[config.mk]
export PLATFORM = sky130hd
export DESIGN_NAME = gray_binary_converter_pipe
export DESIGN_NICKNAME = d
export VERILOG_FILES = /design/src/rtl/gray_binary_converter_pipe.sv
export SDC_FILE = /design/constraint.sdc
export NUM_CORES = 1
export LEC_CHECK = 0
export ABC_CLOCK_PERIOD_IN_PS = 2400
export BUFFER_PORTS_ARGS = -buffer_cell sky130_fd_sc_hd__buf_4
export CORE_AREA = 2 2 39 41
export CTS_CLUSTER_SIZE = 25
export DETAILED_ROUTE_END_ITERATION = 6
export DIE_AREA = 0 0 41 43
export PLACE_DENSITY_LB_ADDON = 0.2
export RECOVER_POWER = 25
export SYNTH_ARGS = -nofsm -noshare
export SYNTH_HDL_FRONTEND = slang
export SYNTH_SLANG_ARGS = --single-unit
export TNS_END_PERCENT = 20
[constraint.sdc]
create_clock -name clk -period 2.4 [get_ports clk]
set_input_delay 0.36 -clock clk [delete_from_list [all_inputs] [get_ports clk]]
set_output_delay 0.36 -clock clk [all_outputs]
set_load 0.01 [all_outputs]
[src/rtl/gray_binary_converter_pipe.sv]
// gray_binary_converter_pipe
// Streaming binary<->Gray converter with a STAGES-deep register pipeline.
// Each word carries its own mode bit, so binary-to-Gray and Gray-to-binary
// words can be interleaved freely. The Gray-to-binary XOR chain is split
// across the stages (roughly WIDTH/STAGES bits each, MSB first); the
// binary-to-Gray conversion is a single XOR level and is done in stage 0.
//
// Handshake: a word moves on an edge where valid & ready are both high.
// in_ready is a combinational function of stage occupancy and out_ready,
// never of in_valid; out_valid never depends on out_ready. While
// out_valid=1 and out_ready=0 the presented word and mode hold stable.
module gray_binary_converter_pipe #(
    parameter int WIDTH  = 4,
    parameter int STAGES = 2
) (
    input  logic             clk,
    input  logic             rst,
    input  logic             in_valid,
    output logic             in_ready,
    input  logic [WIDTH-1:0] in_data,
    input  logic             in_mode,
    output logic             out_valid,
    input  logic             out_ready,
    output logic [WIDTH-1:0] out_data,
    output logic             out_mode,
    output logic             busy
);

    // Index 0 is the upstream port; index k+1 is the content of stage k.
    logic [STAGES:0]  pv;
    logic [STAGES:0]  pm;
    logic [WIDTH-1:0] pd [STAGES+1];

    // Per-stage load enables (stage k captures its upstream word this edge).
    logic [STAGES-1:0] load;

    // Work done by stage k on a word travelling in the given mode.
    // Gray-to-binary: bit i is owned by stage ((WIDTH-1-i)*STAGES)/WIDTH,
    // so every stage sees all bits above its slice already in binary and
    // resolves its own slice MSB to LSB. The top bit is unchanged.
    function automatic logic [WIDTH-1:0] stage_fn(
        input int               k,
        input logic             mode,
        input logic [WIDTH-1:0] w
    );
        logic [WIDTH-1:0] r;
        r = w;
        if (!mode) begin
            if (k == 0) begin
                r = w ^ (w >> 1);
            end
        end else begin
            for (int i = WIDTH - 2; i >= 0; i--) begin
                if ((((WIDTH - 1 - i) * STAGES) / WIDTH) == k) begin
                    r[i] = r[i+1] ^ r[i];
                end
            end
        end
        return r;
    endfunction

    assign pv[0] = in_valid;
    assign pm[0] = in_mode;
    assign pd[0] = in_data;

    // Ready chain: a stage may load when any stage from itself to the end is
    // empty, or the downstream consumer is taking the last word this cycle.
    always_comb begin
        logic full_tail;
        full_tail = 1'b1;
        load      = '0;
        for (int k = STAGES - 1; k >= 0; k--) begin
            full_tail = full_tail & pv[k+1];
            load[k]   = out_ready | ~full_tail;
        end
    end

    genvar gk;
    generate
        for (gk = 0; gk < STAGES; gk++) begin : g_stage
            logic             vld_q, vld_d;
            logic             mode_q, mode_d;
            logic [WIDTH-1:0] data_q, data_d;

            // Next-state for this stage: clear on reset, otherwise shift in
            // the upstream word; payload only changes when a real word lands.
            always_comb begin
                vld_d  = vld_q;
                mode_d = mode_q;
                data_d = data_q;
                if (rst) begin
                    vld_d  = 1'b0;
                    mode_d = 1'b0;
                    data_d = '0;
                end else if (load[gk]) begin
                    vld_d = pv[gk];
                    if (pv[gk]) begin
                        mode_d = pm[gk];
                        data_d = stage_fn(gk, pm[gk], pd[gk]);
                    end
                end
            end

            // Stage register.
            always_ff @(posedge clk) begin
                vld_q  <= vld_d;
                mode_q <= mode_d;
                data_q <= data_d;
            end

            assign pv[gk+1] = vld_q;
            assign pm[gk+1] = mode_q;
            assign pd[gk+1] = data_q;
        end
    endgenerate

    assign in_ready  = load[0] & ~rst;
    assign out_valid = pv[STAGES];
    assign out_mode  = pm[STAGES];
    assign out_data  = pd[STAGES];
    assign busy      = |pv[STAGES:1];

endmodule
==> out/metrics.yaml <==
run_status: "finished clean"
critical_path.slowest_cell: "sky130_fd_sc_hd__dfxtp_1"
placement.io_buffers: 16
grt_pass1_wl_um: 1810
ctsHoldBuffers: 0
synth_area_leaders: "sky130_fd_sc_hd__dfxtp_1 45%, sky130_fd_sc_hd__a21oi_1 11%, sky130_fd_sc_hd__a311oi_1 6.6%"
cts_tree: "built"
total_wire_length_um: 1050
min-delay-path-class: "in -> reg"
initialDrtViolationCount: 6
clock_insertion_delay_worst_skew_ps: 280
grt_pass1_vias: 441
critical_path_class: "reg -> out"
ctsLongestPathBuffers: 2
crit_chain: "and3b_1 > nor2_1 > buf_4"
hold_path_depth: 2
wl_per_cell_um: 11.0
power.static_leakage_nw: 0.272
power_w: 0.000447
cts_root_buf: "sky130_fd_sc_hd__clkbuf_4"
layout_commonest_cell: "sky130_fd_sc_hd__buf_4"
totalNegativeSetupSlack_ps: 0
number_of_maximum_capacitance_constraint_violations: 0
critical_path.endpoint_type: "output port"
cts.reportedPaths.clkPinSlew_ps: 80
destination_of_the_worst_register_to_register_timing_path: "g_stage[0].data_q[1]"
initial_core_utilization: 0.383
yosys_warn_count: 0
comb_power_share: 0.140
cts.sink_count: 12
switching_power_summed_over_all_nets_w: 0.000110
mappedNetlistNets: 71
postSynthAreaPerCell_um2: 8.56
final.setup_skew_ps: 6.68
mostFrequentLayoutCells: "15 x sky130_fd_sc_hd__buf_4, 12 x sky130_fd_sc_hd__a21oi_1, 12 x sky130_fd_sc_hd__dfxtp_1"
h-tree-depth: 1
critPathRequiredTime_ps: 2040
largest_net_degree_at_the_start_of_global_routing: 14
die_h_um: 43
yosysTopAreaCellShare: 0.453
timing.critical_path.from_type: "register"
gp_routability_congestion: 0.704
setup_repair_after_global_routing_missed_its_margin: "false"
io_pins: 17
die_w_um: 41
p_int_w: 0.000337
rows: 14
num_antenna_cells: 0
share_seq_of_total_power: 0.495
cp_num_buf_inv: 1
cp_data_arrival_time_ps: 1180
coreArea_mm2: 0.00138
worst_pin_slew_ps: 322
finalWorstPathRequiredPeriod_ps: 1540
route.vias.total: 494
vias_per_cell: 5.20
nNetsFinal: 89
grt_overflow: 0
min-delay-start: "in_valid"
post-route-cell-area_um2: 691
mappedNetlistArea_um2: 531
report.final.setup_viol: 0
global_route.usage.total: 0.155
cts_inserted_buffers: 3
detailedPlacementHpwl_um: 760
power.density_cell_area_mw_per_mm2: 647
synth_top_cell_by_area: "sky130_fd_sc_hd__dfxtp_1"
final_max_slew_viol_count: 0
detail_route.first_pass.iterations: 4
yosysUniqueCellTypes: 19
timing.rr.start: "g_stage[0].vld_q"
die_area_mm2: 0.00176
syn_inst: 62
post_cts_resize_count: 0
vdd_drop_max_v: 0.000270
fin_hold_viols: 0
ff2ff_setup_slack_ps: 1190
detail_route.drc_violations: 0
area_growth_syn_to_layout_pct: 30.2
fin_crit_sh: 0.642
placement.cell_area_um2: 658
postCtsSetupRepairBufs: 0
fmax_mhz: 649
ys_ff_latch: 12
rr_worst_depth: 2
critical_path.top_delay_family: "flip-flops"
clkPwrFrac: 0.364
biggest_fanout_along_the_worst_timing_path: 9
drive_gt1_frac: 0.253
antenna_found_initial: 0
hold_path_end: "g_stage[0].data_q[2]"
critical_path.max_stage_delay_ps: 480
ys_seq_area_frac: 0.453
power_switching_share: 0.245
slew_headroom: 0.784
postRouteAntennaNets: 0
cell families after synthesis:
kind of cell / share of synthesized area
DFF: 0.453
buffers and inverters: 0.0448
AOI/OAI and AO/OA: 0.250
xor gates and xnor gates: 0.0825
and+or+nand+nor: 0.170
power groups by stage:
| stage | Sequential, W | Combinational (W) | Clock, W |
|---|---|---|---|
| floorplan | 0.000225 | 0.0000366 | 0 |
| global placement | 0.000226 | 0.0000633 | 0 |
| detailed placement | 0.000227 | 0.0000634 | 0 |
| CTS | 0.000222 | 0.0000637 | 0.000169 |
| global route | 0.000224 | 0.0000704 | 0.000177 |
| finish | 0.000221 | 0.0000626 | 0.000163 |
Yosys cell counts:
cell type,instances
sky130_fd_sc_hd__a211oi_1,1
sky130_fd_sc_hd__a21oi_1,12
sky130_fd_sc_hd__a311oi_1,4
sky130_fd_sc_hd__and3b_1,1
sky130_fd_sc_hd__buf_2,1
sky130_fd_sc_hd__clkbuf_1,2
sky130_fd_sc_hd__dfxtp_1,12
sky130_fd_sc_hd__inv_1,3
sky130_fd_sc_hd__nand2_1,1
sky130_fd_sc_hd__nand2b_1,1
sky130_fd_sc_hd__nand3_1,5
sky130_fd_sc_hd__nand3b_1,1
sky130_fd_sc_hd__nor2_1,2
sky130_fd_sc_hd__nor2b_1,3
sky130_fd_sc_hd__o21ai_0,6
sky130_fd_sc_hd__or2_2,1
sky130_fd_sc_hd__or3_1,1
sky130_fd_sc_hd__xnor2_1,4
sky130_fd_sc_hd__xor2_1,1
area by class of cell:
cell class,count,area [um^2]
Sequential cell,12,240
Clock buffer,4,36.3
Timing Repair Buffer,16,116
Tap cell,16,20.0
Inverter,3,11.3
Multi-Input combinational cell,44,267
Fill cell,146,693
worst max path at each step:
stage	start	end	depth (start not counted)
final	g_stage[0].vld_q	in_ready	3
after global routing	g_stage[0].vld_q	in_ready	3
after CTS	g_stage[0].vld_q	in_ready	3
after detailed placement	out_ready	in_ready	4
after global placement	out_ready	in_ready	4
after floorplan	g_stage[0].vld_q	in_ready	3
worst register-to-register path, delay by kind of cell, from the launching register on:
| family | cells | cell delay (ps) |
|---|---|---|
| compound gates | 1 | 330 |
| flops | 1 | 480 |
| simple gates | 1 | 300 |
routing by layer:
| layer | vias up | wire [um] | GRT usage |
|---|---|---|---|
| met5 | - | 0 | 0 |
| met4 | 0 | 47 | 0.140 |
| met3 | 5 | 59 | 0.0314 |
| met2 | 16 | 453 | 0.209 |
| met1 | 219 | 488 | 0.193 |
| li1 | 254 | - | - |
state kept, by name, summed over array words and instances, names as in the netlist:
name / flops
g_stage.data_q: 4
out_valid: 1
out_data: 4
out_mode: 1
g_stage.mode_q: 1
g_stage.vld_q: 1
through the flow:
step,setup slack (ps),utilization,hold slack [ps],instances
4_1_cts,839,0.502,324,95
5_1_grt,765,0.499,337,95
2_1_floorplan,1280,-,432,62
3_5_place_dp,1140,0.476,474,91
3_3_place_gp,1160,0.476,465,91
6_report,858,0.499,334,95
Note: power is estimated with default switching activity, not from simulation.
